`src/rtl/pipe_seq_ctrl.sv`:
```
// pipe_seq_ctrl: central pipeline sequencer for the 5-stage RV32IM core.
// Arbitrates EX redirects, load-use hazards and mul/div busy, and drives the
// PC select/target plus the pc, fe2dec and dec2ex write enables.
// Optional macro PIPE_SEQ_CTRL_PERF_EN adds saturating redirect/stall counters;
// without it both counter ports read zero and no counter flops exist.
module pipe_seq_ctrl #(
  parameter int W            = 32,
  parameter int FLUSH_CYCLES = 2,   // legal range 1..7
  parameter int PERF_W       = 16
) (
  input  logic              clk,
  input  logic              reset,
  input  logic              redirect_req,
  input  logic [W-1:0]      redirect_tgt,
  input  logic              ld_use_haz,
  input  logic              md_busy,
  output logic              pc_sel,
  output logic [W-1:0]      pc_tgt,
  output logic              pc_we,
  output logic              fe_we,
  output logic              dec_we,
  output logic              ex_hold,
  output logic              flush,
  output logic [1:0]        state,
  output logic [PERF_W-1:0] redirect_cnt,
  output logic [PERF_W-1:0] stall_cnt
);

  // Flush counter only ever needs to hold FLUSH_CYCLES-1, at most 6.
  localparam int CNT_W = 3;

  typedef enum logic [1:0] {
    ST_RUN    = 2'b00,
    ST_FLUSH  = 2'b01,
    ST_MDWAIT = 2'b10
  } state_t;

  state_t           state_q;
  state_t           state_d;
  logic [CNT_W-1:0] flush_cnt_q;
  logic             redirect_accept;

  // A redirect is only honoured in RUN; during FLUSH the EX contents are wrong-path.
  assign redirect_accept = (state_q == ST_RUN) && redirect_req;

  assign state = state_q;

  // State register; reset discards any pending flush or stall.
  always_ff @(posedge clk) begin
    if (reset) begin
      state_q <= ST_RUN;
    end else begin
      state_q <= state_d;
    end
  end

  // Next-state logic; in RUN a redirect beats md_busy, which beats load-use.
  always_comb begin
    state_d = ST_RUN;
    case (state_q)
      ST_RUN: begin
        if (redirect_req) begin
          state_d = ST_FLUSH;
        end else if (md_busy) begin
          state_d = ST_MDWAIT;
        end else begin
          state_d = ST_RUN;
        end
      end
      ST_FLUSH: begin
        if (flush_cnt_q == '0) begin
          state_d = ST_RUN;
        end else begin
          state_d = ST_FLUSH;
        end
      end
      ST_MDWAIT: begin
        if (md_busy) begin
          state_d = ST_MDWAIT;
        end else begin
          state_d = ST_RUN;
        end
      end
      default: state_d = ST_RUN;
    endcase
  end

  // Output decode; a cleared dec_we loads a NOP into dec2ex.
  always_comb begin
    pc_we   = 1'b1;
    fe_we   = 1'b1;
    dec_we  = 1'b1;
    ex_hold = 1'b0;
    flush   = 1'b0;
    case (state_q)
      ST_RUN: begin
        if (redirect_req) begin
          dec_we = 1'b0;
          flush  = 1'b1;
        end else if (md_busy) begin
          pc_we   = 1'b0;
          fe_we   = 1'b0;
          dec_we  = 1'b0;
          ex_hold = 1'b1;
        end else if (ld_use_haz) begin
          pc_we  = 1'b0;
          fe_we  = 1'b0;
          dec_we = 1'b0;
        end
      end
      ST_FLUSH: begin
        dec_we = 1'b0;
        flush  = 1'b1;
      end
      ST_MDWAIT: begin
        if (md_busy) begin
          pc_we   = 1'b0;
          fe_we   = 1'b0;
          dec_we  = 1'b0;
          ex_hold = 1'b1;
        end
      end
      default: begin
        pc_we  = 1'b1;
        fe_we  = 1'b1;
        dec_we = 1'b1;
      end
    endcase
  end

  // Flush counter: loaded on an accepted redirect, counts down while flushing.
  always_ff @(posedge clk) begin
    if (reset) begin
      flush_cnt_q <= '0;
    end else if (redirect_accept) begin
      flush_cnt_q <= CNT_W'(FLUSH_CYCLES - 1);
    end else if ((state_q == ST_FLUSH) && (flush_cnt_q != '0)) begin
      flush_cnt_q <= flush_cnt_q - 1'b1;
    end
  end

  // Registered PC redirect: pc_sel pulses for one cycle, pc_tgt holds until the next redirect.
  always_ff @(posedge clk) begin
    if (reset) begin
      pc_sel <= 1'b0;
      pc_tgt <= '0;
    end else begin
      pc_sel <= redirect_accept;
      if (redirect_accept) begin
        pc_tgt <= redirect_tgt;
      end
    end
  end

`ifdef PIPE_SEQ_CTRL_PERF_EN
  logic [PERF_W-1:0] redirect_cnt_q;
  logic [PERF_W-1:0] stall_cnt_q;
  logic              ld_stall;

  // A load-use stall only counts when neither higher-priority source is active in RUN.
  assign ld_stall = (state_q == ST_RUN) && !redirect_req && !md_busy && ld_use_haz;

  // Saturating performance counters.
  always_ff @(posedge clk) begin
    if (reset) begin
      redirect_cnt_q <= '0;
      stall_cnt_q    <= '0;
    end else begin
      if (redirect_accept && (redirect_cnt_q != '1)) begin
        redirect_cnt_q <= redirect_cnt_q + 1'b1;
      end
      if ((ld_stall || ex_hold) && (stall_cnt_q != '1)) begin
        stall_cnt_q <= stall_cnt_q + 1'b1;
      end
    end
  end

  assign redirect_cnt = redirect_cnt_q;
  assign stall_cnt    = stall_cnt_q;
`else
  assign redirect_cnt = '0;
  assign stall_cnt    = '0;
`endif

endmodule

```
`config.mk`:
```
export PLATFORM = sky130hd
export DESIGN_NAME = pipe_seq_ctrl
export DESIGN_NICKNAME = d
export VERILOG_FILES = /design/src/rtl/pipe_seq_ctrl.sv
export SDC_FILE = /design/constraint.sdc
export NUM_CORES = 1
export LEC_CHECK = 0
export ABC_AREA = 1
export BUFFER_PORTS_ARGS = -buffer_cell sky130_fd_sc_hd__buf_2
export CORE_MARGIN = 2
export CORE_UTILIZATION = 25
export CTS_CLUSTER_SIZE = 20
export DETAILED_ROUTE_END_ITERATION = 6
export PLACE_DENSITY = 0.5
export SLEW_MARGIN = 20
export SYNTH_ARGS = -nofsm -noshare
export SYNTH_HDL_FRONTEND = slang
export SYNTH_SLANG_ARGS = --single-unit
export TNS_END_PERCENT = 5
```
`constraint.sdc`:
```
create_clock -name clk -period 1.5 [get_ports clk]
set_input_delay 0.075 -clock clk [delete_from_list [all_inputs] [get_ports clk]]
set_output_delay 0.075 -clock clk [all_outputs]
set_load 0.01 [all_outputs]
```
After elaboration in Yosys (flattened, before gate mapping)
Index checks and enable logic that the tools add are counted.
Cells by class
  add/subtract/negate cells: 1
  eq/ne operators: 2
  mux-type cells: 18
  reduce and logical (&&, ||, !) cells: 7
Operator list (number)
  two-way mux 1 bit: 11
  one-hot mux 1 bit (2 select lines): 3
  one-hot mux 2 bit (3 select lines): 1
  two-way mux 2 bit: 2
  logical NOT 3 bit: 1
  one-hot mux 1 bit (3 select lines): 1
  nonzero test 3 bit: 1
  subtractor 3 x 1 -> 3 bit, second input constant: 1
  == test 2 x 1 -> 1 bit, second input constant: 1
  == test 2 bit, second input constant: 1
  logical AND 1 bit: 2
  logical NOT 2 bit: 1
  nonzero test 2 bit: 1
  OR reduction 2 bit: 1
Word-level totals
  bits in registers: 38
  input port bits: 37
  output and inout bits: 72
  logic and storage cells: 33

Depth between registers and ports, before layout
Gate-level depths: netlist of run 1.
  depth in word-level cells: 4
  gate-level depth with buffers: 8
  mapped depth without buffers: 8

Worst setup path after synthesis of run 1
No wires, ideal clock.
  path kind: reg-to-reg
  from: register flush_cnt_q[0]
  to: register flush_cnt_q[1]
  library setup time: 0.114 ns
  arrival: 1.065 ns
  required time: 1.386 ns
  path slack: 0.321 ns
  stages on the path, launching flop included: 8
  path buffers: 0
  period minus slack after synthesis: 1.179 ns
  cell sequence: dfxtp_1 -> inv_1 -> ha_1 -> ha_1 -> inv_1 -> nand3_1 -> nor2_1 -> nor2_1
Between the ends
  longest elaborated chain between the ends: 2
  elaborated cells between the ends (all ways): 3
  those cells by class: add/sub: 1; reduce/logical: 2
Ends and longest elaborated chain
  from (decl): line 40  | logic [CNT_W-1:0] flush_cnt_q;
  from (signal assigned): line 136  | flush_cnt_q <= CNT_W'(FLUSH_CYCLES - 1);
  from (signal assigned): line 138  | flush_cnt_q <= flush_cnt_q - 1'b1;
  branches (longest 2 deep; another with subtractor 3 x 1 -> 3 bit)
Parallel ways; which one is timed is not known.
A chain may end at the register's enable or synchronous reset.

Worst setup path after layout of run 1
  from: register state_q[1] (netlist: state[1])
  to: output port dec_we
Between the ends
  longest elaborated chain between the ends: 2
  elaborated cells between the ends (all ways): 4
  those cells by class: eq/ne: 2; mux: 1; reduce/logical: 1
Ends and longest elaborated chain
  from (decl): line 38  | state_t state_q;
  from (signal assigned): line 53  | state_q <= state_d;
  == test 2 bit (tied with other cells): line 95  | case (state_q)
  one-hot mux 1 bit (3 select lines) *: line 95
  to (decl): line 21  | output logic dec_we,
Mark *: on every way between the ends. The rest lies on a longest branch, timed or not.

==> out/summary.md, run 1 <==
Number of max-slew violations in the final report: 0. Critical path startpoint category: a register. Averaged over all synthesized cells, the footprint is 7.80 sq um. In the synthesized netlist the async set-or-reset flop fraction comes to 0%.

The final-report hold violation count is 0. The class of the tightest hold or removal check was input pin to register. CTS placed an instance of clkbuf_8 at the clock tree root.

On the worst path, the slowest cell contributes a delay of 0.39 ns. In this run the post-CTS setup repair buffer count came out at 0. For the final estimated routing congestion in global placement, the log shows 0.680. The static leakage is 0.00139 uW. In this run, the number of DRC markers left after iteration 0 of detailed routing was 35. Critical path class: register to output port.

The kind of cell with the highest combined delay along the critical path is flip-flops. The tools report the maximum operating frequency as 0.753 GHz. The initial antenna violation count was 0; the combined buffer and inverter count along the critical path was 1. The critical path crosses 4 cells after its start point. The final critical path takes up 88.6% of the cycle. The design draws 2640 uW.

After global routing the overflow that remains totals 0. Summed over its instances, the top area cell type makes up 45.2% of the synthesized netlist area. After clock tree synthesis, the clock-pin slew on the worst setup and hold paths is 0.07 ns. Across the routed clock network, the largest skew measured is 0.00400 ns.

The initial utilization of the core area, before any placement, comes to 26.2%. Yosys printed 0 warnings. Setup repair after global routing left no endpoint under its margin. The sequential fraction of the synthesis area is 45.2%.

The routed wirelength normalized by instance count works out to 9.23 microns. In the routed design, unresolved DRC markers number 0. Area added between synthesis and finish: 47.3%. Synthesis instantiated 19 different standard cells from the library.

The count of input and output buffers came out at 76. The number of cells produced by synthesis was 216. The run finished with clean final reports. The post-route netlist has 30.6% of its cells at a drive strength greater than 1.

Walking the worst path, the cells encountered are nor2_4 -> nand2_1 -> o21ai_0 -> buf_2. The clock reaches the later pin of the worst-skew pair after 0.28 ns. For this run, the post-layout net count is 365. The final instance area is 2480 sq um. The total area inside the core boundary comes to 6420 sq um. The count of clock tree sinks was 38; the H-tree level count was 2. The final wirelength was 3730 microns. In the synthesized netlist, the cells that appear most often are nand2_1 (97), dfxtp_1 (38), buf_4 (36). During I/O placement, the number of pins put on the boundary was 109. Entering global routing, the biggest net connects 35 pins. The first detailed-routing pass took 3 iterations.

The count of final setup violators was 0. Summed over all failing endpoints, the final setup total negative slack is 0 ns. On the final layout, the worst hold slack is 0.104 ns. VDD sags by at most 0.000461 V. The wire-length estimate of the detail-placed layout is 2500 microns. STA classifies the critical path endpoint as an output port.

The logs give 1368 for the number of global-route vias before repair and 10.3% for the overall track demand over capacity in global routing. The die width was 86.1 microns; the worst-path maximum fanout was 7. The antenna violation net count after detailed routing was 0; the power per cell area was 1070 nW/um^2. The floorplan step defined a die boundary enclosing 7410 sq um. For the worst setup path, the data arrival time is 1.25 ns.

The first global-routing pass estimated 6040 microns of wire. The library cell with the largest summed area after synthesis is dfxtp_1. The clock passes through at most 2 buffers.

TritonCTS created 5 clock buffers. Counting flops with a built-in enable in the synthesized netlist gives 0. In the synthesized netlist the dominant register cell turns out to be dfxtp_1. In the post-synthesis netlist, the biggest area contributors are dfxtp_1 (45%), nand2_1 (22%), buf_4 (16%). Along the worst hold path, the cell count comes to 2.

On the critical path, the stage with the largest delay is an instance of dfxtp_1. The mapped cell area came out at 1680 sq um. The cell with the most instances after synthesis is nand2_1. The synthesized flop and latch total is 38, and the total placed instance area is 2020 sq um. The logs give 0 for the number of max-cap violations and 0 for the number of antenna cells inserted. TritonCTS built the clock tree. Routed via count: 1510. The final critical delay including setup and external delays is 1.33 ns.

Row generation in the floorplan step produced 29 rows. Worst reg2reg path depth: 7. After detailed routing, the number of vias per cell comes to 3.74. The run gives 1.42 ns as the required arrival time at the worst endpoint. From bottom edge to top edge, the die measures 86.1 microns.
-- report_power, final --
group,leakage (uW),internal [uW],switching [uW]
clock network,0.0000714,709,355
registers,0.000313,1080,38.6
logic,0.00101,210,248
total,0.00139,2000,642
-- stage by stage --
stage / worst slack, ns / std cells / utilization [%]
CTS: 0.105 / 404 / 38.6
detailed placement: 0.228 / 364 / 31.4
floorplan: 0.321 / 247 / -
finish: 0.172 / 404 / 38.6
global placement: 0.262 / 364 / 31.4
global route: 0.0522 / 404 / 38.6
-- timing repair --
| action | CTS | global route |
|---|---|---|
| setup endpoints to repair | 0 | 2 |
| hold buffers | 32 | 0 |
| resized for setup | 0 | 1 |
| hold endpoints to repair | 32 | 0 |
-- routing by layer --
metal	share of wire [%]	GRT usage (%)	wire length (microns)	up-vias
met3	6.4	2.89	238	5
met5	0	0	0	-
met2	51	17.9	1890	57
met4	0.94	3.90	35	0
met1	42	12.1	1560	650
li1	-	-	-	798
-- flip-flops by register name, summed over array words and instances, names as in the netlist --
name         cells
pc_sel           1
state            2
flush_cnt_q      3
pc_tgt          32
-- cells by family (layout without fill, tap and decap cells) --
kind of cell             count (synthesis)  in the layout  synth area share (%)
AO/OA/AOI/OAI                            5              5                  2.15
adder cells (fa/ha/maj)                  2              2                  1.49
buffers and inverters                   50            130                  20.7
flip-flops                              38             38                  45.2
other                                    1             32                 0.223
AND/OR/NAND/NOR                        120            120                  30.2
-- final cells by class --
cell class / instances / area, sq um
multi-input cells: 159 / 691
well taps: 77 / 96.3
repair buffers: 111 / 748
flip-flops and latches: 38 / 762
fillers: 672 / 3940
clock buffers: 6 / 82.6
inverters: 11 / 41.3
clock inverters: 2 / 60.1
-- placed cells by master (no fill, tap or decap), drive strengths merged --
cell type	Yosys	final
o21ai	2	2
inv	11	11
ha	2	2
clkbuf	0	6
nand4	1	1
nor3	1	1
nor2	9	9
dfxtp	38	38
bufinv	0	2
nand3	3	3
dlygate4sd3	0	32
buf	39	79
a21oi	3	3
conb	1	32
nand2	106	106
-- final timing paths --
check	from	to	slack [ns]
worst max-delay path	state[1]	dec_we	0.17
worst min-delay path	reset	state[0]	0.10
worst max register to register	flush_cnt_q[0]	flush_cnt_q[2]	0.20
worst min register to register	pc_tgt[27]	pc_tgt[27]	0.44
-- worst reg2reg max path: cells and delay by family, from the launching register on --
family / cells / cell delay [ns]
adder cells (fa/ha/maj): 2 / 0.36
buffers and inverters: 2 / 0.13
flip-flops: 1 / 0.34
AND/OR/NAND/NOR: 3 / 0.36
Note: power is estimated with default switching activity, not from simulation.
==> inputs of run 2 (changes only) <==
--- a/config.mk
+++ b/config.mk
@@ -7,11 +7,13 @@
 export LEC_CHECK = 0
 export ABC_AREA = 1
 export BUFFER_PORTS_ARGS = -buffer_cell sky130_fd_sc_hd__buf_2
+export CELL_PAD_IN_SITES_DETAIL_PLACEMENT = 1
+export CELL_PAD_IN_SITES_GLOBAL_PLACEMENT = 1
 export CORE_MARGIN = 2
 export CORE_UTILIZATION = 25
 export CTS_CLUSTER_SIZE = 20
 export DETAILED_ROUTE_END_ITERATION = 6
-export PLACE_DENSITY = 0.5
+export PLACE_DENSITY = 0.7
 export SLEW_MARGIN = 20
 export SYNTH_ARGS = -nofsm -noshare
 export SYNTH_HDL_FRONTEND = slang
==> run 2 against run 1 <==
Against the previous run: global-route usage grew 1.3 points; register-to-register slack barely moved; count of clock-buffer cells in the layout up 1; flip-flop and latch count did not move; combinational power is 1% higher; first-iteration DRC count down 14%; sequential power about the same.
==> out/summary.md, run 2 (synthesized netlist as in run 1, its figures left out) <==
IR analysis of the VDD net gives a maximum drop of 0.000361 V. The first-iteration detailed-routing DRC count was 30. The switching portion of total power works out to 27.8%. The effective utilization at floorplan is 26.2%, and the die width is 86.1 microns.

The worst register-to-register path has a setup slack of 0.20 ns. For this design, the slowest cell found on the critical path is dfxtp_1. Global routing consumed, over all layers together, 11.6% of the routing resources. Counting instances, the worst hold path has a depth of 2. For the H-tree level count, the log shows 2. The power per cell area works out to 949 nW/um^2. The class of the tightest hold or removal check was input pin to register. For the initial antenna violation count, the log shows 0. The routed layout has 1563 vias.

TritonCTS created 5 clock buffers. The fraction of final layout cells with drive strength greater than 1 was 30.4%; the combined buffer and inverter count along the critical path was 1. The tools report the hold path startpoint as reset. Routability-driven placement finished with a final weighted congestion of 0.747.

The region available for standard cell placement spans 6420 sq um. The first global-routing pass estimated 6930 microns of wire. The register with the most flip-flops in the layout has 32 of them. Internal power comes to 1660 uW. For this design, the sink count on the clock tree is 38. Summed over all layers, the routed wires come to 4110 microns.

The share of total power dissipated in the clock network is 31.2%. The final-stage net count was 364; the area of the die was 7410 sq um. The top cell types in the final layout, fill and taps aside, are nand2_1 (97), buf_2 (76), dfxtp_1 (37). Setup repair after global routing left no endpoint under its margin. The critical path in this run is classified as register to output port. The logs give 0.00304 ns for the final worst clock skew and 2720 microns for the half-perimeter wire length of the detailed placement result.

The maximum root-to-sink buffer count was 2. The placed instances occupy a cell area of 2010 sq um. The setup TNS after final layout is 0 ns, and the logic gate share of total power is 20.2%. The placement row count is 29. The tree is rooted in a clkbuf_8. The top cell family by delay on the critical path is flip-flops.

The post-route DRC violation count is 0. The number of detailed-routing iterations run before antenna repair was 2. The delay of the slowest cell on the worst path works out to 0.38 ns. The run finished with clean final reports.

In this run the vertical extent of the chip is 86.1 microns. The detailed-route vias per instance is 3.88, and the buffers inserted during post-CTS setup optimization is 0. The later pin in the worst-skew pair is clocked with a latency of 0.28 ns.

The worst-path maximum fanout was 7; the routed wirelength normalized by instance count was 10.2 microns. Setup violations remaining at the end of the flow were counted as 0. The commonest non-fill, non-tap cell in the layout is nand2_1. Total power for the finished layout comes to 2300 uW. Walking the worst path, the cells encountered are nor2_4 -> nand2_1 -> o21ai_0 -> buf_2. For the critical path arrival, the log shows 1.23 ns. At the end of the flow the core is filled with cells to 37.8%. Across the run, the number of max-cap violations was 0.

Clock-pin slew was measured on the worst setup and hold paths at 0.07 ns. The tools report the final-report hold violation count as 0. TritonCTS built the clock tree. 109 I/O pins were placed. STA classifies the critical path startpoint as a register. After global routing the overflow that remains totals 0. Register ranked first by flip-flop count: pc_tgt. The worst hold path terminates at state[0]. STA classifies the critical path endpoint as an output port.

Once detail routing completed, the nets flagged for antenna violations numbered 0. Summed over all nets, the switching power comes to 641 uW. The run gives 0.00136 uW as the static leakage.

Entering global routing, the biggest net connects 35 pins. The area added between synthesis and finish is 44.1%. Derived from the worst setup path, the maximum achievable clock frequency is 0.768 GHz. The reg-to-reg critical path startpoint is flush_cnt_q[0].

The worst reg2reg path depth works out to 8. STA puts the critical path data required time at 1.42 ns. The run gives 0 as the number of max-slew violations in the final report. Number of global-route vias before repair: 1546.

The capture point of the worst reg-to-reg path was flush_cnt_q[2]. Sequential cells burn 48.7% of the power. After routing the design area is 2430 sq um. The share of the clock period used by the worst path was 86.8%; the number of antenna cells inserted was 0.

The count of input and output buffers was 76; the final critical delay including setup and external delays was 1.30 ns.
==> run 2: cell types whose count changed in the layout (fill, tap and decap cells not counted) <==
cell | previous run | this run
buf_4 | 1 | 0
clkbuf_1 | 0 | 1
clkinv_2 | 0 | 1
bufinv_16 | 2 | 0
nand3_1 | 3 | 2
nand3_2 | 0 | 1
==> run 2: power by group through the flow <==
stage,clock [uW],combinational (uW),sequential [uW]
2_1_floorplan,0,268,1170
3_3_place_gp,0,393,1140
3_5_place_dp,0,402,1140
4_1_cts,764,466,1120
5_1_grt,796,527,1130
6_report,717,464,1120
==> run 2: timing repair <==
action	in CTS	in global routing
gates resized for setup	0	2
endpoints found under the setup margin	0	4
hold buffers	32	0
endpoints found under the hold margin	32	0
==> run 2: how the worst max path moves through the flow <==
stage	endpoint	slack, ns	cells past startpoint	startpoint
finish	dec_we	0.20	4	state[1]
global route	flush_cnt_q[2]	0.03	8	flush_cnt_q[0]
CTS	pc_we	0.11	5	state[0]
detailed placement	flush_cnt_q[1]	0.18	8	flush_cnt_q[0]
global placement	flush_cnt_q[1]	0.25	7	flush_cnt_q[0]
floorplan	flush_cnt_q[1]	0.32	7	flush_cnt_q[0]
==> run 2: final cells by class <==
cell class	instances	area, sq um
clock buffer	7	86.3
clock inverter	1	5.00
fill	818	4000
inverter	11	41.3
multi-input combinational	159	696
sequential	38	762
tap	77	96.3
timing repair buffer	110	741
==> run 2: routing by layer <==
layer / share of wire (%) / GRT usage (%)
met4: 0.58 / 3.32
met5: 0 / 0
met2: 52 / 21.4
met3: 6.3 / 3.37
met1: 41 / 12.9
==> run 2: stage by stage <==
step	setup WS (ns)	cells	hold WS (ns)
finish	0.197	403	0.0971
global route	0.0334	403	0.119
CTS	0.114	403	0.0976
detailed placement	0.175	363	0.276
global placement	0.251	363	0.269
floorplan	0.321	247	0.144
==> inputs of run 3 (changes only) <==
--- a/config.mk
+++ b/config.mk
@@ -6,7 +6,7 @@
 export NUM_CORES = 1
 export LEC_CHECK = 0
 export ABC_AREA = 1
-export BUFFER_PORTS_ARGS = -buffer_cell sky130_fd_sc_hd__buf_2
+export BUFFER_PORTS_ARGS = -buffer_cell sky130_fd_sc_hd__buf_4
 export CELL_PAD_IN_SITES_DETAIL_PLACEMENT = 1
 export CELL_PAD_IN_SITES_GLOBAL_PLACEMENT = 1
 export CORE_MARGIN = 2
==> run 3 against run 2 <==
Against the previous run: global-route usage grew 0.49 points; combinational power up 15%; die area did not move; hold slack got worse by 0.090 ns; non-clock buffer count is 1 lower; fmax fell by 2.3%; highest routed layer unchanged.
==> out/summary.md, run 3 (synthesized netlist as in run 1, its figures left out) <==
The signal on the critical path passes through nor2_4 -> nand2_1 -> o21ai_0 -> buf_4. Count of input and output buffers: 76. The run gives 0.00544 ns as the final worst clock skew. The tools report the cell at the root of the clock tree as clkbuf_8. After global routing the overflow that remains totals 0. Pin placement for this block handled 109 I/O pins. The tools report the count of final setup violators as 0. The largest individual stage delay along the critical path comes from the cell dfxtp_1. The delay of the slowest cell on the worst path came out at 0.39 ns. The final layout contains routed wiring with a total length of 4450 microns. The combined buffer and inverter count along the critical path was 1. The register clock-pin slew on the reported worst setup and hold paths was 0.07 ns; the number of max-slew violations in the final report was 0.

Detailed placement ended at an HPWL of 2790 microns. Dividing the detail-routed wire length by the instance count gives 11.1 microns. Entering global routing, the biggest net connects 35 pins.

CTS saw 38 sinks. The number of antenna diodes in the final layout is 0. The tools report the post-route DRC violation count as 0. Setup repair after global routing left no endpoint under its margin.

The fraction of final layout cells with drive strength greater than 1 is 30.2%. The critical path class was register to output port. The logs give 0 for the final-report hold violation count and 29 for the placement row count.

The H-tree generated during clock tree synthesis spans 2 levels. The commonest non-fill, non-tap cell in the layout is nand2_1. The number of flip-flops under the largest register name was 32. Static timing analysis puts the maximum clock frequency at 0.750 GHz. The area added between synthesis and finish works out to 54.5%. TritonCTS built the clock tree.

For this block, the initial DRC count from the detailed router was 32. The final worst hold slack was 0.00752 ns; the power per cell area was 911 nW/um^2. The run gives 363 as the final-stage net count.

After detailed routing, the number of vias per cell comes to 3.91. The register with the most flip-flops in the final layout is pc_tgt. The required arrival time at the worst endpoint came out at 1.42 ns.

The chip height was 86.1 microns. The final estimated routing congestion in global placement was 0.721; the final critical delay including setup and external delays was 1.33 ns. Across every metal layer, demand over resource in global routing totals 12.1%. The die width was 86.1 microns. Number of global-route vias before repair: 1492. The area of the placeable core was 6420 sq um. In this run, CTS created clock tree buffers numbering 5. The initial antenna violation count is 0. The initial utilization of the core area, before any placement, comes to 26.2%. The cell family contributing the most delay on the critical path is flip-flops.

The worst-path maximum fanout is 7. Buffers inserted during post-CTS setup optimization: 0. Summing over every cut layer, the via total after detailed routing is 1573. Across the run, the number of max-cap violations was 0. The critical path startpoint category is a register.

The number of detailed-routing iterations run before antenna repair was 3. The run finished with clean final reports. The finished cells cover 2600 sq um. The static leakage came out at 0.00140 uW. The antenna violation net count after detailed routing is 0, and the maximum root-to-sink buffer count is 2. The worst setup path is captured at an output port.

For the worst-skew pair, the clock arrives at the later sink with an insertion delay of 0.28 ns. Across the VDD grid, the largest voltage drop is 0.000380 V. The path class of the tightest hold or removal check is input pin to register. The floorplan step defined a die boundary enclosing 7410 sq um. The share of the clock period used by the worst path works out to 88.9%. The logs give 2200 sq um for the total placed instance area and 1.26 ns for the critical path arrival. In the layout the commonest cells are nand2_1 (97), buf_4 (76), dfxtp_1 (37).

Adding up every negative setup slack in the final design gives 0 ns. The run gives 7130 microns as the wire length of the first global-routing pass.
run 3: path summary, 6_finish.rpt:
kind	from	to	slack, ns	cells after the start
setup / recovery	state[1]	dec_we	0.17	4
hold / removal	redirect_tgt[24]	pc_tgt[24]	0.008	3
setup reg to reg	flush_cnt_q[0]	flush_cnt_q[2]	0.20	7
hold reg to reg	pc_tgt[26]	pc_tgt[26]	0.45	2
run 3: where the power goes:
part	internal, uW	total [uW]	switching, uW
clock network	371	712	341
logic	273	535	262
registers	1080	1120	41.8
total	1730	2370	645
run 3: cell type report:
| cell class | count | area [sq um] |
|---|---|---|
| repair buffers | 109 | 921 |
| fillers | 786 | 3820 |
| clock buffers | 7 | 86.3 |
| clock inverters | 1 | 5.00 |
| inverters | 11 | 41.3 |
| multi-input cells | 159 | 691 |
| flip-flops and latches | 38 | 762 |
| well taps | 77 | 96.3 |
run 3: per-stage QoR:
step / power [uW] / instances / setup WS [ns] / util, %
after floorplan: 1440 / 247 / 0.321 / -
after global placement: 1610 / 363 / 0.253 / 34.2
after detailed placement: 1620 / 363 / 0.194 / 34.2
after CTS: 2420 / 402 / 0.0777 / 40.5
after global routing: 2520 / 402 / 0.0457 / 40.5
final: 2370 / 402 / 0.167 / 40.5
run 3: repair_timing:
item	CTS	global route
endpoints found under the hold margin	31	0
resized for setup	0	1
setup endpoints to repair	0	2
hold buffers	31	0
run 3: layer usage:
layer  up-vias  track usage [%]  part of all wire [%]
met5         -                0                     0
met4         0             3.03                  0.65
met3         5             3.56                   6.4
met2        57             22.1                    54
met1       715             13.8                    39
li1        796                -                     -
run 3: worst register-to-register path, cell delays in order, from the launching register on:
cell	delay, ns
dfxtp_1	0.33
inv_1	0.05
ha_1	0.19
ha_1	0.17
inv_1	0.07
nand3_1	0.19
nor2_1	0.15
nor2_1	0.06
